$ cat src/rtl/controlador_ventana_lectura_pkg.sv
// Shared definitions for the window read sequencer: FSM state codes and default window geometry.
package controlador_ventana_lectura_pkg;

    localparam logic [2:0] REPOSO  = 3'd0;
    localparam logic [2:0] CARGAR  = 3'd1;
    localparam logic [2:0] LEER    = 3'd2;
    localparam logic [2:0] AVANZAR = 3'd3;
    localparam logic [2:0] FIN     = 3'd4;

    localparam int unsigned BITS_DATOS_DEF       = 18;
    localparam int unsigned FILAS_VENTANA_DEF    = 3;
    localparam int unsigned COLUMNAS_VENTANA_DEF = 3;
    localparam int unsigned BITS_FILA_DEF        = 2;
    localparam int unsigned BITS_COLUMNA_DEF     = 2;

endpackage

$ cat src/rtl/controlador_ventana_lectura_if.sv
// Start/read handshake and address-register control bundle of the window read sequencer.
interface controlador_ventana_lectura_if
    import controlador_ventana_lectura_pkg::*;
#(
    parameter int unsigned BITS_DATOS   = BITS_DATOS_DEF,
    parameter int unsigned BITS_COLUMNA = BITS_COLUMNA_DEF
);
    logic                    iniciar;
    logic [BITS_DATOS-1:0]   base_ventana;
    logic                    lectura_lista;
    logic [BITS_DATOS-1:0]   base;
    logic                    guardar;
    logic                    sumar;
    logic [BITS_COLUMNA-1:0] columna;
    logic                    lectura_valida;
    logic                    ocupado;
    logic                    listo;

    modport master (
        input  iniciar, base_ventana, lectura_lista,
        output base, guardar, sumar, columna, lectura_valida, ocupado, listo
    );

    modport slave (
        output iniciar, base_ventana, lectura_lista,
        input  base, guardar, sumar, columna, lectura_valida, ocupado, listo
    );

endinterface

$ cat src/rtl/controlador_ventana_lectura_contador_modulo.sv
// Small up-counter with synchronous clear (priority) and increment enable.
module contador_modulo #(
    parameter int unsigned ANCHO = 2
)(
    input  logic             clk,
    input  logic             i_limpiar,
    input  logic             i_incrementar,
    output logic [ANCHO-1:0] o_valor
);

    logic [ANCHO-1:0] r_valor;

    always_ff @(posedge clk) begin
        if (i_limpiar) begin
            r_valor <= '0;
        end else if (i_incrementar) begin
            r_valor <= r_valor + 1'b1;
        end
    end

    assign o_valor = r_valor;

endmodule

$ cat src/rtl/controlador_ventana_lectura.sv
// Window read sequencer: loads the row base, issues one read per pixel and steps rows.
// Optional abort input enabled by defining CONTROLADOR_VENTANA_ABORTAR_EN.
module controlador_ventana_lectura
    import controlador_ventana_lectura_pkg::*;
#(
    parameter int unsigned BITS_DATOS       = BITS_DATOS_DEF,
    parameter int unsigned FILAS_VENTANA    = FILAS_VENTANA_DEF,
    parameter int unsigned COLUMNAS_VENTANA = COLUMNAS_VENTANA_DEF,
    parameter int unsigned BITS_FILA        = BITS_FILA_DEF,
    parameter int unsigned BITS_COLUMNA     = BITS_COLUMNA_DEF
)(
    input  logic clk,
    input  logic reset,
`ifdef CONTROLADOR_VENTANA_ABORTAR_EN
    input  logic abortar,
`endif
    controlador_ventana_lectura_if.master bus
);

    logic [2:0]              r_estado;
    logic [2:0]              w_siguiente;
    logic [BITS_DATOS-1:0]   r_base;
    logic [BITS_FILA-1:0]    w_fila;
    logic [BITS_COLUMNA-1:0] w_columna;
    logic                    w_ultima_col;
    logic                    w_ultima_fila;
    logic                    w_transferencia;
    logic                    w_abortar;

    assign w_ultima_col    = (w_columna == BITS_COLUMNA'(COLUMNAS_VENTANA - 1));
    assign w_ultima_fila   = (w_fila == BITS_FILA'(FILAS_VENTANA - 1));
    assign w_transferencia = (r_estado == LEER) && bus.lectura_lista;

`ifdef CONTROLADOR_VENTANA_ABORTAR_EN
    assign w_abortar = abortar &&
                       ((r_estado == CARGAR) || (r_estado == LEER) || (r_estado == AVANZAR));
`else
    assign w_abortar = 1'b0;
`endif

    always_comb begin
        w_siguiente = r_estado;
        case (r_estado)
            REPOSO:  if (bus.iniciar) w_siguiente = CARGAR;
            CARGAR:  w_siguiente = LEER;
            LEER: begin
                if (w_transferencia && w_ultima_col) begin
                    w_siguiente = w_ultima_fila ? FIN : AVANZAR;
                end
            end
            AVANZAR: w_siguiente = LEER;
            FIN:     w_siguiente = REPOSO;
            default: w_siguiente = REPOSO;
        endcase
        if (w_abortar) begin
            w_siguiente = REPOSO;
        end
    end

    always_ff @(posedge clk) begin
        if (reset) begin
            r_estado <= REPOSO;
            r_base   <= '0;
        end else begin
            r_estado <= w_siguiente;
            if ((r_estado == REPOSO) && bus.iniciar) begin
                r_base <= bus.base_ventana;
            end
        end
    end

    // Counters are also cleared on FIN and abort so an idle controller always shows columna 0.
    contador_modulo #(.ANCHO(BITS_FILA)) u_fila (
        .clk           (clk),
        .i_limpiar     (reset || (r_estado == CARGAR) || (r_estado == FIN) || w_abortar),
        .i_incrementar ((r_estado == AVANZAR) && !w_abortar),
        .o_valor       (w_fila)
    );

    contador_modulo #(.ANCHO(BITS_COLUMNA)) u_columna (
        .clk           (clk),
        .i_limpiar     (reset || (r_estado == CARGAR) || (r_estado == AVANZAR) ||
                        (r_estado == FIN) || w_abortar),
        .i_incrementar (w_transferencia && !w_ultima_col && !w_abortar),
        .o_valor       (w_columna)
    );

    assign bus.base           = r_base;
    assign bus.guardar        = (r_estado == CARGAR);
    assign bus.sumar          = (r_estado == AVANZAR);
    assign bus.columna        = w_columna;
    assign bus.lectura_valida = (r_estado == LEER);
    assign bus.ocupado        = (r_estado != REPOSO);
    assign bus.listo          = (r_estado == FIN);

endmodule

$ cat src/flat_wrapper.sv
// flat-port wrapper written by rule: the top's interface ports become plain ports
module controlador_ventana_lectura_flat import controlador_ventana_lectura_pkg::*;
#(
    parameter int unsigned BITS_DATOS       = BITS_DATOS_DEF,
    parameter int unsigned FILAS_VENTANA    = FILAS_VENTANA_DEF,
    parameter int unsigned COLUMNAS_VENTANA = COLUMNAS_VENTANA_DEF,
    parameter int unsigned BITS_FILA        = BITS_FILA_DEF,
    parameter int unsigned BITS_COLUMNA     = BITS_COLUMNA_DEF
)
  (clk, reset, bus_iniciar, bus_base_ventana, bus_lectura_lista, bus_base, bus_guardar, bus_sumar, bus_columna, bus_lectura_valida, bus_ocupado, bus_listo);
  controlador_ventana_lectura_if #(.BITS_DATOS(BITS_DATOS), .BITS_COLUMNA(BITS_COLUMNA)) bus_i ();
  input  logic clk;
  input  logic reset;
  input wire logic [$bits(bus_i.iniciar)-1:0] bus_iniciar;
  input wire logic [$bits(bus_i.base_ventana)-1:0] bus_base_ventana;
  input wire logic [$bits(bus_i.lectura_lista)-1:0] bus_lectura_lista;
  output wire logic [$bits(bus_i.base)-1:0] bus_base;
  output wire logic [$bits(bus_i.guardar)-1:0] bus_guardar;
  output wire logic [$bits(bus_i.sumar)-1:0] bus_sumar;
  output wire logic [$bits(bus_i.columna)-1:0] bus_columna;
  output wire logic [$bits(bus_i.lectura_valida)-1:0] bus_lectura_valida;
  output wire logic [$bits(bus_i.ocupado)-1:0] bus_ocupado;
  output wire logic [$bits(bus_i.listo)-1:0] bus_listo;
  assign bus_i.iniciar = bus_iniciar;
  assign bus_i.base_ventana = bus_base_ventana;
  assign bus_i.lectura_lista = bus_lectura_lista;
  assign bus_base = bus_i.base;
  assign bus_guardar = bus_i.guardar;
  assign bus_sumar = bus_i.sumar;
  assign bus_columna = bus_i.columna;
  assign bus_lectura_valida = bus_i.lectura_valida;
  assign bus_ocupado = bus_i.ocupado;
  assign bus_listo = bus_i.listo;
  controlador_ventana_lectura #(.BITS_DATOS(BITS_DATOS), .FILAS_VENTANA(FILAS_VENTANA), .COLUMNAS_VENTANA(COLUMNAS_VENTANA), .BITS_FILA(BITS_FILA), .BITS_COLUMNA(BITS_COLUMNA)) u_core (.clk(clk), .reset(reset), .bus(bus_i));
endmodule
$ cat config.mk
export PLATFORM = sky130hd
export DESIGN_NAME = controlador_ventana_lectura_flat
export DESIGN_NICKNAME = d
export VERILOG_FILES = /design/src/rtl/controlador_ventana_lectura_pkg.sv /design/src/rtl/controlador_ventana_lectura_if.sv /design/src/rtl/controlador_ventana_lectura_contador_modulo.sv /design/src/rtl/controlador_ventana_lectura.sv /design/src/flat_wrapper.sv
export SDC_FILE = /design/constraint.sdc
export NUM_CORES = 1
export LEC_CHECK = 0
export ABC_AREA = 1
export CORE_UTILIZATION = 40
export CTS_BUF_LIST = sky130_fd_sc_hd__clkbuf_4 sky130_fd_sc_hd__clkbuf_8
export DETAILED_ROUTE_END_ITERATION = 10
export GPL_TIMING_DRIVEN = 1
export HOLD_SLACK_MARGIN = 0.05
export PLACE_DENSITY = 0.81
export SLEW_MARGIN = 20
export SYNTH_ARGS = -nofsm -noshare
export SYNTH_HDL_FRONTEND = slang
export SYNTH_SLANG_ARGS = --single-unit
export TNS_END_PERCENT = 30
$ cat constraint.sdc
create_clock -name clk -period 1.1 [get_ports clk]
set_input_delay 0.275 -clock clk [delete_from_list [all_inputs] [get_ports clk]]
set_output_delay 0.275 -clock clk [all_outputs]
set_load 0.05 [all_outputs]
---- After elaboration in Yosys (flattened, before gate mapping) ----
Index checks and enable logic that the tools add are counted.
word-level totals
  bits in registers ....................... 25
  input bits .............................. 22
cells by class
  reductions and logical operators ........ 13
  equal/unequal tests ..................... 8
  multiplexer cells ....................... 4
  $add $sub $neg .......................... 2
operators with widths
  operator                                                         number
  3-bit 2-to-1 mux                                                 3
  3-bit case mux with 3 select lines                               1
  3-bit by 2-bit == test with 1-bit output, second input constant  2
  2-bit by 1-bit adder with 2-bit output, second input constant    2
  2-bit == test, second input constant                             2
  1-bit logical AND                                                4
  1-bit logical OR                                                 4
  3-bit by 1-bit == test with 1-bit output, second input constant  1
  3-bit == test, second input constant                             1
  3-bit zero test                                                  1
  3-bit nonzero test                                               1
  2-bit by 1-bit != test with 1-bit output, second input constant  1
  2-bit != test, second input constant                             1
  2-bit AND reduction                                              1
  2-bit OR reduction                                               1
  1-bit zero test                                                  1

---- Depth between registers and ports, before layout ----
  word-level depth ........................ 5
  gate-level depth with buffers ........... 7

---- By module ----
From an unflattened synthesis, not the netlist that was laid out.
second synthesis, totals
  cells, all modules ...................... 141
  area total of the unflattened synthesis .. 1173.6 µm²
modules (own cells, without submodules)
  module                       cells an instance  area each (µm²)  seq. area each (µm²)  times used
  controlador_ventana_lectura  119                1021.0           420.4                 1
  contador_modulo              11                 76.3             40.0                  2

---- Worst setup path after synthesis ----
Ideal clock, no wire load.
  path type ............................... register -> output
  start point ............................. register u_core.r_estado[1]
  end point ............................... output bus_lectura_valida
  arrival time ............................ 1732 ps
  setup slack ............................. -907 ps
  cell stages (with the launch flop) ...... 4
  required time ........................... 825 ps
  cell sequence ........................... dfxtp_1 inv_2 buf_2 nor3_1
between the ends
  word-level cells in the longest chain between the ends .. 1
ends and longest elaborated chain
  what                                      RTL line                           RTL
  from (decl)                               controlador_ventana_lectura.sv:20  logic [2:0] r_estado;
  from (signal assigned)                    controlador_ventana_lectura.sv:65  r_estado <= w_siguiente;
  3-bit by 2-bit == test with 1-bit output  controlador_ventana_lectura.sv:92  assign bus.lectura_valida = (r_estado == LEER);
  to (decl)                                 flat_wrapper.sv:21                 output wire logic [$bits(bus_i.lectura_valida)-1:0] bus_lectura_valida;
No other way between the ends.

---- Worst setup path after layout ----
  start point ............................. register u_core.r_estado[2]
  end point ............................... output bus_ocupado
between the ends
  word-level cells in the longest chain between the ends .. 1
ends and longest elaborated chain
  what                RTL line                           RTL
  3-bit nonzero test  controlador_ventana_lectura.sv:93  assign bus.ocupado = (r_estado != REPOSO);
  to (decl)           flat_wrapper.sv:22                 output wire logic [$bits(bus_i.ocupado)-1:0] bus_ocupado;
No other way between the ends.

==> results.json <==
{
  "vias_per_cell": 5.498,
  "worstSetupStartpoint": "u_core.r_estado[2]$_SDFFE_PP0P_",
  "r2r_start": "u_core.r_estado[2]$_SDFFE_PP0P_",
  "dpl_cell_area_sq_um": 2036,
  "htree_levels": 1,
  "path_cells": "buf_4 > nor2_4 > nand2_2 > buf_6",
  "via_count": 1325,
  "start_kind": "flop",
  "regToRegSetupSlack_ns": -0.22,
  "fin_area_sq_um": 2344,
  "ys_seq_area_share_pct": 42.46,
  "cts_tree": "built",
  "cts_sinks": 25,
  "drt_iter0_drc": 46,
  "synth_warnings": 0,
  "cp_data_arrival_time_ns": 1.24,
  "grt-ovfl-total": 0,
  "globalRouteTotalUtil_pct": 24.72,
  "drc": 0,
  "crit_fanout": 3,
  "p_seq_share_pct": 31.4,
  "fmaxAchievable_mhz": 660.5,
  "crit_path_end_kind": "primary output",
  "p_leak_uw": 0.0009273,
  "dp_hpwl_mm": 2.473,
  "initial_core_util_pct": 42.38,
  "worst_slack_ns": -0.4139,
  "post-route-period-util_pct": 137.6,
  "ant_nets": 0,
  "critical_path_class": "flop to primary output",
  "rsz0062_at_grt": "true",
  "hold_class": "flop to flop",
  "io_pins": 47,
  "cp_slowest_cell": "dfxtp_4",
  "synth_seq_cells": 25,
  "max_stage_delay_ns": 0.38,
  "drv_cap": 0,
  "power_frac_comb_pct": 56.6,
  "skew_ns": 0.01215,
  "synth_area_sq_um": 1179,
  "vdd_drop_max_uv": 1593,
  "clock_latency_ns": 0.35,
  "grt_pass1_wl_mm": 6.023,
  "routed_wl_mm": 3.950,
  "endpoint": "bus_ocupado",
  "maxSlewViolCount": 0,
  "cp.required_ns": 0.82,
  "cts_root_buffer": "clkbuf_4",
  "timing.hold.ws_ns": 0.4806,
  "antenna_found_initial": 0,
  "syn_nets": 169,
  "power_density_nw_per_um2": 1640,
  "hold_viol": 0,
  "first_pass_iters": 4,
  "violations": "setup timing",
  "rows": 19,
  "relSlewSlack_pct": 84.22,
  "die_x_um": 56.28,
  "grt_pass1_vias": 1314,
  "switching_share_pct": 42.08,
  "io_buffers": 46,
  "p_switching_uw": 1618,
  "core_area_sq_um": 2781,
  "reg2reg_to": "u_core.bus.base[5]$_SDFFE_PP0P_",
  "finish.net_count": 235,
  "intPower_uw": 2226,
  "syn2layout_area_growth_pct": 98.83,
  "min_period_ns": 1.514,
  "utilization_pct": 84.26,
  "die-area_sq_um": 3167,
  "setup_violations": 50,
  "reg2regPathDepth": 7,
  "drive_gt1_share_pct": 62.38,
  "numCtsBuffers": 3,
  "diodes": 0,
  "wl_per_cell_um": 16.39,
  "die_height_um": 56.28,
  "tns_ns": -7.343,
  "postSynthCellCount": 145,
  "clkSlewWorstSetupHoldPaths_ns": 0.14,
  "grt_max_degree": 16,
  "syn_area_per_cell_sq_um": 8.128,
  "power_frac_clock_pct": 12.0,
  "tightest_slew_ns": 0.2359,
  "clockBufferDepth": 2,
  "synth.distinct_cells": 23,
  "routabilityCongestion": 0.8735,
  "outcome": "finished with violations"
}
power by group through the flow:
| stage | clock network (uW) | registers (uW) | logic, uW |
|---|---|---|---|
| 5_1_grt | 499 | 1220 | 2280 |
| 3_3_place_gp | 0 | 1180 | 1750 |
| 4_1_cts | 453 | 1180 | 2000 |
| 2_1_floorplan | 0 | 1430 | 753 |
| 6_report | 462 | 1210 | 2180 |
| 3_5_place_dp | 0 | 1180 | 1790 |
per-stage QoR:
step / cells / total power (uW) / setup WS, ns
finish: 241 / 3844 / -0.4139
global route: 241 / 3995 / -0.4598
CTS: 239 / 3632 / -0.3785
detailed placement: 229 / 2973 / -0.3638
global placement: 229 / 2931 / -0.2910
floorplan: 145 / 2185 / -0.1857
critical path, delay by kind of cell (launching register included):
kind | cells | cell delay (ns)
DFF | 1 | 0.38
and+or+nand+nor | 2 | 0.23
buffers and inverters | 2 | 0.30
routing by layer:
metal / part of all wire (%) / up-vias / wire length [um] / track usage [%]
li1: - / 619 / - / -
met1: 39 / 643 / 1535 / 27.95
met2: 53 / 52 / 2112 / 43.88
met3: 4.8 / 11 / 189 / 5.530
met4: 2.8 / 0 / 112 / 11.50
met5: 0 / - / 0 / 0
placed cells by master, fill, tap and decap left out:
cell type and instances:
nand3_1 4, nand2_1 13, nand4_1 19, nand2_2 17
clkinvlp_4 1, dfxtp_2 11, dfxtp_4 12, nor2_1 4
buf_4 13, buf_6 7, clkbuf_4 3, clkdlybuf4s50_1 21
ha_2 1, a21oi_2 16, inv_4 2, nor2_4 3
ha_1 1, a21oi_1 4, dfxtp_1 2, nand3b_1 1
buf_12 27, nand3_4 2, inv_8 1, inv_1 9
nand3_2 1, clkbuf_16 1, nor3_4 1, nand2_4 4
buf_8 1, o21ai_0 1, nor2_2 1, nor3_2 2
inv_2 4
final cells by class:
cell class,count,area [sq um]
timing repair buffer,70,967.2
multi-input combinational,95,675.6
sequential,25,559.3
fill,145,437.9
inverter,16,73.82
tap,31,38.79
clock buffer,3,22.52
clock inverter,1,6.256
cell families after synthesis:
logic type,Yosys count,share of synthesized area [%]
AO/OA/AOI/OAI,21,12.10
adder cells (fa/ha/maj),2,2.123
buffers and inverters,25,10.51
flip-flops,25,42.46
AND/OR/NAND/NOR,72,32.80
sequential cells by signal (all words and copies together) (netlist names):
| name | flops |
|---|---|
| u_core.bus.base | 18 |
| u_core.r_estado | 3 |
| u_core.u_columna.o_valor | 2 |
| u_core.u_fila.o_valor | 2 |
timing repair:
action | CTS | global route
gates cloned | 0 | 1
pin swaps | 8 | 6
setup endpoints to repair | 49 | 50
setup buffers | 6 | 2
hold buffers | 0 | 0
gates resized for setup | 36 | 29
synthesized netlist by cell type:
cell type	instances	area, sq um
dfxtp_1	25	500.5
nand2_1	24	90.09
nand4_1	19	118.9
inv_1	14	52.55
a21oi_1	10	50.05
a21oi_2	10	87.58
nand2_2	10	62.56
nand3_1	6	30.03
nor2_1	6	22.52
buf_2	3	15.01
buf_4	2	15.01
clkbuf_1	2	7.510
ha_1	2	25.02
inv_2	2	7.510
nor3_1	2	10.01
buf_6	1	11.26
buf_8	1	15.01
nand3_4	1	17.52
nand3b_1	1	7.510
nor2_2	1	6.260
nor2_4	1	11.26
nor3_2	1	10.01
o21ai_0	1	5.000
how the worst min path moves through the flow:
stage                                                      from                                     to  slack [ns]  depth (start not counted)
after global routing                        bus_base_ventana[7]        u_core.bus.base[7]$_SDFFE_PP0P_        0.47                          3
after CTS                 u_core.u_fila.o_valor[0]$_SDFFE_PP0P_  u_core.u_fila.o_valor[0]$_SDFFE_PP0P_        0.48                          2
after detailed placement  u_core.u_fila.o_valor[0]$_SDFFE_PP0P_  u_core.u_fila.o_valor[0]$_SDFFE_PP0P_        0.46                          2
after global placement    u_core.u_fila.o_valor[0]$_SDFFE_PP0P_  u_core.u_fila.o_valor[0]$_SDFFE_PP0P_        0.45                          2
final                     u_core.u_fila.o_valor[0]$_SDFFE_PP0P_  u_core.u_fila.o_valor[0]$_SDFFE_PP0P_        0.48                          2
after floorplan                                           reset        u_core.r_estado[1]$_SDFFE_PP0P_        0.43                          3
Note: power is estimated with default switching activity, not from simulation.
==> edit (config.mk and constraints unchanged) <==
The package constant `BITS_FILA_DEF` goes from 2 to 4.
--- a/src/rtl/controlador_ventana_lectura_pkg.sv
+++ b/src/rtl/controlador_ventana_lectura_pkg.sv
@@ -10,7 +10,7 @@
     localparam int unsigned BITS_DATOS_DEF       = 18;
     localparam int unsigned FILAS_VENTANA_DEF    = 3;
     localparam int unsigned COLUMNAS_VENTANA_DEF = 3;
-    localparam int unsigned BITS_FILA_DEF        = 2;
+    localparam int unsigned BITS_FILA_DEF        = 4;
     localparam int unsigned BITS_COLUMNA_DEF     = 2;
 
 endpackage
Formal check against the unedited RTL: no difference found for any inputs over 10 cycles, from zero or initial values and one cycle with reset high; that may be too few to reach the edited logic, so the function may still have changed.
==> edit against the unedited design <==
Area after synthesis grew 4.1%. Setup slack gained 3.2 ps. Total power grew 27%. Sequential share of layout area grew 1.2 points. Sequential cell count grew 2. The run still ends with negative setup slack left. Non-clock buffer count shrank 2. Utilization shrank 0.84 points. Wire length grew 22%. Critical path depth is the same. Combinational power grew 38%. Cell area grew 0.69%.
==> edit: results (changes against the unedited design) <==
[detailed_routing]
drt_iter0_markers = 43  ; -6.5%
vias_per_cell = 5.45  ; -0.93%
wirelength_um = 4810  ; +22%
first_pass_iters = 5  ; +1

[status]
violations = negative setup slack
status = finished with violations

[sta]
layout_setup_ws_ps = -411  ; +3.22 ps
fin_skew_ps = 2.79  ; -9.36 ps
setup_viol = 52  ; +4.0%
slew_headroom = 0.818  ; -0.0238

[placed_design]
gp_congestion = 0.701  ; -20%
dp_slack_ps = -320  ; +43.4 ps

[pwr]
leakage_nw = 0.947  ; +2.1%
p_clk_frac = 0.101  ; -0.019
p_int_mw = 2.70  ; +21%
total_power_mw = 4.90  ; +27%
peakVddDrop_uv = 1440  ; -9.8%
p_seq_frac = 0.284  ; -0.030

[layout]
nNetsFinal = 259  ; +10%
fillCellCount = 130  ; -10%
drive_gt1_frac = 0.532  ; -0.0916

[yosys]
yosysUniqueCellTypes = 20  ; -13%
syn_nets = 187  ; +11%
synthTopCellsByArea = dfxtp_1 44%, nand2_1 17%, a21oi_2 7.1%, nor2_1 6.7%, nand2_2 5.1%

[grt]
grt_pass1_vias = 1430  ; +8.8%
grt_pass1_wl_um = 6130  ; +1.7%
grt_max_degree = 20  ; +4
track_usage = 0.244  ; -0.00304

[cts]
cts.clk_slew.worst_paths_ps = 170  ; +30 ps

[critical_path]
max_stage_delay_ps = 400  ; +20 ps
crit_start = u_core.r_estado[1]

[hold_path]
hp-class = in -> reg

==> edit: changes by cell type after synthesis, moves of 3 or more <==
| cell | before | now |
|---|---|---|
| nand2_1 | 24 | 54 |
| nand3_1 | 6 | 3 |
| nand4_1 | 19 | 1 |
| nor2_1 | 6 | 22 |
==> edit: layer usage <==
layer  wire (um)  vias up  global-route usage
met5           0        -                   0
met2        2380       81               0.447
met1        1780      670               0.253
li1            -      654                   -
met3         352       33              0.0544
met4         297        0               0.143
==> edit: cell families after synthesis <==
kind of cell	after synthesis	share of synthesized area
simple gates	93	0.330
flops	27	0.440
compound gates	21	0.117
buf+inv	17	0.0744
xor+xnor	1	0.00714
fa+ha+maj	3	0.0306
==> edit: critical path: cells and delay by family, from the launching register on <==
| family | cells | cell delay [ps] |
|---|---|---|
| DFF | 1 | 400 |
| buffers and inverters | 2 | 230 |
| and+or+nand+nor | 2 | 250 |
==> edit: layout make-up <==
| type | instances | area share |
|---|---|---|
| clock buffer | 3 | 0.00954 |
| clock inverter | 1 | 0.00318 |
| inverter | 13 | 0.0318 |
| multi-input combinational | 119 | 0.294 |
| sequential | 27 | 0.250 |
| tap | 31 | 0.0164 |
| timing repair buffer | 68 | 0.387 |
| timing repair inverter | 2 | 0.00742 |
==> edit: path summary, 6_finish.rpt <==
kind                          to  slack [ps]  depth (start not counted)
max                    bus_listo        -410                          4
min          u_core.bus.base[16]         460                          3
max reg2reg   u_core.bus.base[7]        -370                          7
min reg2reg   u_core.bus.base[2]         510                          2
==> edit: stage by stage <==
step | cell area [um2] | hold WS [ps] | instances
6_report | 2360 | 457 | 264
5_1_grt | 2360 | 470 | 264
4_1_cts | 2240 | 455 | 257
3_5_place_dp | 2080 | 497 | 246
3_3_place_gp | 2080 | 473 | 246
2_1_floorplan | 1280 | 411 | 162
